$ cat config.mk
export PLATFORM = sky130hd
export DESIGN_NAME = sdio_data_tx
export DESIGN_NICKNAME = d
export VERILOG_FILES = /design/src/rtl/sdio_data_tx.sv
export SDC_FILE = /design/constraint.sdc
export NUM_CORES = 1
export LEC_CHECK = 0
export ABC_AREA = 0
export CELL_PAD_IN_SITES_DETAIL_PLACEMENT = 1
export CELL_PAD_IN_SITES_GLOBAL_PLACEMENT = 1
export CORE_UTILIZATION = 47
export CTS_CLUSTER_SIZE = 8
export DETAILED_ROUTE_END_ITERATION = 8
export PLACE_DENSITY_LB_ADDON = 0.25
export SKIP_LAST_GASP = 1
export SYNTH_ARGS = -nofsm -noshare
export SYNTH_HDL_FRONTEND = slang
export SYNTH_SLANG_ARGS = --single-unit
$ cat constraint.sdc
create_clock -name clk -period 2.93 [get_ports clk]
set_input_delay 0.586 -clock clk [delete_from_list [all_inputs] [get_ports clk]]
set_output_delay 0.586 -clock clk [all_outputs]
set_load 0.03 [all_outputs]
$ cat src/rtl/sdio_data_tx.sv
// sdio_data_tx: device-side SDIO read-data block transmitter (SD1/SD4, SDR) with per-line CRC16.
module sdio_data_tx #(
  parameter int CRC_BITS = 16
) (
  input  logic       clk,
  input  logic       rst,
  input  logic       i_sd1_phy,
  input  logic       i_activate,
  input  logic [9:0] i_data_count,
  input  logic       i_data_rdy,
  input  logic [7:0] i_data_rd_data,
  output logic       o_data_rd_stb,
  output logic       o_busy,
  output logic       o_finished,
  output logic       o_underrun,
  output logic       o_sdio_data_dir,
  output logic [3:0] o_sdio_data_out
);
  localparam int CW = $clog2(CRC_BITS);
  typedef enum logic [2:0] {S_IDLE, S_START, S_DATA, S_CRC, S_STOP, S_FIN} state_t;
  state_t r_state, w_next;
  logic                r_sd1, r_dir, r_busy, r_fin, r_underrun;
  logic [9:0]          r_last, r_idx;
  logic [2:0]          r_bit;
  logic [7:0]          r_byte;
  logic [CW-1:0]       r_cnt;
  logic [3:0]          r_out;
  logic [CRC_BITS-1:0] r_crc [4];
  logic                w_last_cyc, w_last_byte, w_fetch, w_drive;
  logic [3:0]          w_bits, w_crc_bits, w_out;

  function automatic logic [CRC_BITS-1:0] crc_step(input logic [CRC_BITS-1:0] c, input logic b);
    return {c[CRC_BITS-2:0], 1'b0} ^ ((c[CRC_BITS-1] ^ b) ? CRC_BITS'(16'h1021) : '0);
  endfunction

  // The state runs one cycle ahead of the registered bus: each state computes what the pads show next.
  assign w_last_cyc    = r_sd1 ? (r_bit == 3'd7) : (r_bit == 3'd1);
  assign w_last_byte   = r_idx == r_last;
  assign w_fetch       = i_activate && (r_state == S_START || (r_state == S_DATA && w_last_cyc && !w_last_byte));
  assign w_drive       = i_activate && (r_state inside {S_START, S_DATA, S_CRC, S_STOP});
  assign w_bits        = r_sd1 ? {3'b111, r_byte[3'd7 - r_bit]} : (r_bit[0] ? r_byte[3:0] : r_byte[7:4]);
  assign w_crc_bits    = r_sd1 ? {3'b111, r_crc[0][CRC_BITS-1]}
                               : {r_crc[3][CRC_BITS-1], r_crc[2][CRC_BITS-1], r_crc[1][CRC_BITS-1], r_crc[0][CRC_BITS-1]};
  assign o_data_rd_stb   = w_fetch && i_data_rdy;
  assign o_busy          = r_busy;
  assign o_finished      = r_fin;
  assign o_underrun      = r_underrun;
  assign o_sdio_data_dir = r_dir;
  assign o_sdio_data_out = r_out;

  always_comb begin
    w_next = r_state;
    w_out  = 4'hF;
    case (r_state)
      S_IDLE:  w_next = S_START;
      S_START: begin
        w_next = S_DATA;
        w_out  = r_sd1 ? 4'hE : 4'h0;
      end
      S_DATA: begin
        w_next = (w_last_cyc && w_last_byte) ? S_CRC : S_DATA;
        w_out  = w_bits;
      end
      S_CRC: begin
        w_next = (r_cnt == CW'(CRC_BITS - 1)) ? S_STOP : S_CRC;
        w_out  = w_crc_bits;
      end
      default: w_next = S_FIN;
    endcase
    if (!i_activate) begin
      w_next = S_IDLE;
      w_out  = 4'hF;
    end
  end

  always_ff @(posedge clk) begin
    if (rst) r_state <= S_IDLE;
    else     r_state <= w_next;
  end

  always_ff @(posedge clk) begin
    if (rst) begin
      r_out      <= 4'hF;
      r_dir      <= 1'b0;
      r_busy     <= 1'b0;
      r_fin      <= 1'b0;
      r_underrun <= 1'b0;
      r_sd1      <= 1'b0;
      r_last     <= '0;
      r_idx      <= '0;
      r_bit      <= '0;
      r_byte     <= '0;
      r_cnt      <= '0;
      for (int i = 0; i < 4; i++) r_crc[i] <= '0;
    end else begin
      r_out  <= w_out;
      r_dir  <= w_drive;
      r_busy <= w_drive;
      r_fin  <= i_activate && r_state == S_FIN;
      if (w_fetch) begin
        r_byte     <= i_data_rdy ? i_data_rd_data : 8'h00;
        r_underrun <= r_underrun | !i_data_rdy;
      end
      case (r_state)
        S_IDLE: begin
          r_underrun <= 1'b0;
          r_sd1      <= i_sd1_phy;
          r_last     <= (i_data_count == 10'd0) ? 10'd511 : i_data_count - 10'd1;
          r_idx      <= '0;
          r_bit      <= '0;
          r_cnt      <= '0;
          for (int i = 0; i < 4; i++) r_crc[i] <= '0;
        end
        S_DATA: begin
          for (int i = 0; i < 4; i++) if (!r_sd1 || i == 0) r_crc[i] <= crc_step(r_crc[i], w_bits[i]);
          r_bit <= w_last_cyc ? 3'd0 : r_bit + 3'd1;
          if (w_last_cyc) r_idx <= r_idx + 10'd1;
        end
        S_CRC: begin
          for (int i = 0; i < 4; i++) r_crc[i] <= r_crc[i] << 1;
          r_cnt <= r_cnt + CW'(1);
        end
        default: ;
      endcase
    end
  end
endmodule
==> flow_summary.json <==
{
  "io_pins": 32,
  "cts_tree": "built",
  "setup_viol": 0,
  "crit_slowest_cell": "dfxtp_1",
  "die-height_um": 107,
  "synth_nets": 521,
  "layout_min_cycle_time_ns": 2.61,
  "clockRootBuffer": "clkbuf_8",
  "cp.arrival_ns": 2.03,
  "relSlewSlack_pct": 50.5,
  "first_global_vias": 3850,
  "wl_per_cell_um": 16.6,
  "synthMuxAreaShare_pct": 2.84,
  "drv_slew": 0,
  "whs_ns": 0.452,
  "ant_nets": 0,
  "worst_pin_slew_ns": 0.733,
  "holdBufCountCts": 0,
  "drive_gt1_share_pct": 8.87,
  "placed_cells_incl_taps": 650,
  "antenna_found_initial": 0,
  "yosys.area_share.simple_pct": 22.0,
  "setup_tns_ns": 0,
  "cp_common_cell": "ha_1",
  "cp-start-kind": "register",
  "critPathMaxStageDelay_ns": 0.37,
  "htree_levels": 3,
  "status": "complete, no violations",
  "yosys-top-cells-count": "edfxtp_1, and2_1, dfxtp_1",
  "numCtsBuffers": 9,
  "grt_max_degree": 39,
  "synth_edf_count": 61,
  "async_flop_share_pct": 0,
  "synth-compound-area-share_pct": 9.90,
  "firstDrtPassIters": 4,
  "p_leak_nw": 2.15,
  "die_area_mm2": 0.0114,
  "path_clk_slew_ns": 0.11,
  "worst-r2r-setup-slack_ns": 0.66,
  "num-fill-cells": 1151,
  "drc_errors": 0,
  "n_antenna_cell": 0,
  "synth.top_cell.area_share_pct": 35.5,
  "finClkSkew_ns": 0.0111,
  "drt_iter0_drc": 116,
  "vias": 3609,
  "crit_family": "buffers and inverters",
  "die_w_um": 107,
  "hp-class": "reg2reg",
  "p_per_area_mw_per_mm2": 486,
  "crit_buf_inv": 2,
  "io_buffers": 31,
  "cp-end-kind": "primary output",
  "synth_ff_type": "edfxtp_1",
  "cts_buffer_depth": 2,
  "fmax_mhz": 383,
  "synth_top_family_by_area": "simple AND/OR/NAND/NOR gates",
  "postSynthAreaPerCell_um2": 10.5,
  "finalNetCount": 555,
  "rsz0062_at_grt": "no",
  "postCtsSetupRepairBufs": 0,
  "syn2layout_area_growth_pct": 12.9,
  "insertion_delay_ns": 0.39,
  "grt_pass1_wl_um": 18900,
  "layout.cells.non_filler": 666,
  "place_ws_ns": 0.103,
  "dp_hpwl_um": 7980,
  "synth_warnings": 0,
  "core_mm2": 0.0105,
  "routed_wl_um": 11000,
  "path_max_fanout": 14,
  "grtUsageTotal_pct": 21.6,
  "max-cap-violations": 0,
  "worstPathRequired_ns": 2.34,
  "avgViaCountPerCell": 5.42,
  "overflow": 0,
  "ys_types": 53,
  "gp_congestion": 0.787,
  "synth_area_leaders": "edfxtp_1, dfxtp_1, and2_1",
  "placementRows": 37,
  "yosys.area_share.adder_pct": 1.70,
  "synth.cell_area_mm2": 0.00516,
  "power_w": 0.00283,
  "synth-seq-area-share_pct": 54.5,
  "cp_cell_sequence": "buf_4, ha_1, ha_1, nand2_1, a21oi_2, o21ai_2, nor3b_1, clkbuf_2",
  "yosysTopAreaCell": "edfxtp_1",
  "post-route-period-util_pct": 89.2,
  "path_class": "reg2out",
  "post_synth_xor_area_fraction_pct": 5.43,
  "layout_setup_ws_ns": 0.316,
  "finalHoldViolations": 0,
  "synth.most_common_cell": "edfxtp_1",
  "ys_ff_latch": 110,
  "start_util_pct": 49.3,
  "irDropWorstVdd_mv": 0.329,
  "synthCells": 491,
  "cts_sinks": 110
}
[state kept, by name, indices dropped and copies added, names as in the netlist]
name,count
o_sdio_data_out,4
r_idx,10
r_cnt,4
r_crc,64
r_sd1,1
o_underrun,1
r_byte,8
r_last,10
o_finished,1
r_bit,3
r_state,3
o_busy,1
[worst paths after layout]
| path | from | end | cells after the start |
|---|---|---|---|
| min | o_underrun$_SDFFE_PP0P_ | o_underrun$_SDFFE_PP0P_ | 2 |
| max | r_bit[0]$_SDFFE_PP0P_ | o_data_rd_stb | 8 |
| min reg2reg | o_underrun$_SDFFE_PP0P_ | o_underrun$_SDFFE_PP0P_ | 2 |
| max reg2reg | r_bit[0]$_SDFFE_PP0P_ | r_idx[6]$_SDFFE_PP0P_ | 9 |
[worst min-delay path, cell delays in order, from the launching register on]
cell and delay, ns:
dfxtp_1 0.32, inv_1 0.05, a21oi_1 0.05
[power breakdown]
group	switching (W)	internal, W
Sequential	0.0000250	0.00168
Clock	0.000540	0.000325
Combinational	0.000150	0.000114
[repair_timing]
action | 4_1_cts | 5_1_grt
setup endpoints to repair | 1 | 1
cloned | 0 | 0
gates resized for setup | 1 | 3
[cell type report]
| cell class | instances | area [um^2] | share of cell area [%] |
|---|---|---|---|
| inverter | 13 | 48.8 | 0.838 |
| sequential | 110 | 2810 | 48.3 |
| multi-input combinational | 340 | 2160 | 37.1 |
| clock inverter | 6 | 51.3 | 0.881 |
| tap | 136 | 170 | 2.92 |
| clock buffer | 10 | 128 | 2.19 |
| timing repair buffer | 51 | 455 | 7.82 |
[metal layers]
metal	part of all wire (%)	wire, um	track usage [%]	vias to the layer above
li1	-	-	-	1789
met3	2.7	293	5.53	13
met2	52	5680	36.9	39
met1	44	4880	26.6	1768
met4	1.5	167	6.75	0
met5	0	0	0	-
[metrics by stage]
stage | utilization [%] | cell area, um^2
2_1_floorplan | - | 5160
3_3_place_gp | 54.0 | 5650
3_5_place_dp | 54.0 | 5650
4_1_cts | 55.7 | 5830
5_1_grt | 55.7 | 5820
6_report | 55.7 | 5820
[cell usage in the layout (no fill, tap or decap), drive strengths merged, types with 11 or more instances in the layout]
cell type	netlist	layout
inv	12	16
nand2	33	33
mux2i	12	12
nor3	16	16
nor2	41	41
xnor2	22	22
clkdlybuf4s50	0	30
dfxtp	49	49
or3	13	13
edfxtp	61	61
o21ai	22	22
a21oi	25	25
clkbuf	17	11
buf	11	20
and2	57	57
[kinds of logic (layout without fill, tap and decap cells)]
group                      Yosys count  after routing
and+or+nand+nor                    209            209
DFF                                110            110
AOI/OAI and AO/OA                   79             79
buffers and inverters               41             80
xor gates and xnor gates            32             32
muxes                               13             13
adders and majority gates            7              7
Power figures use the tool's default switching activity.
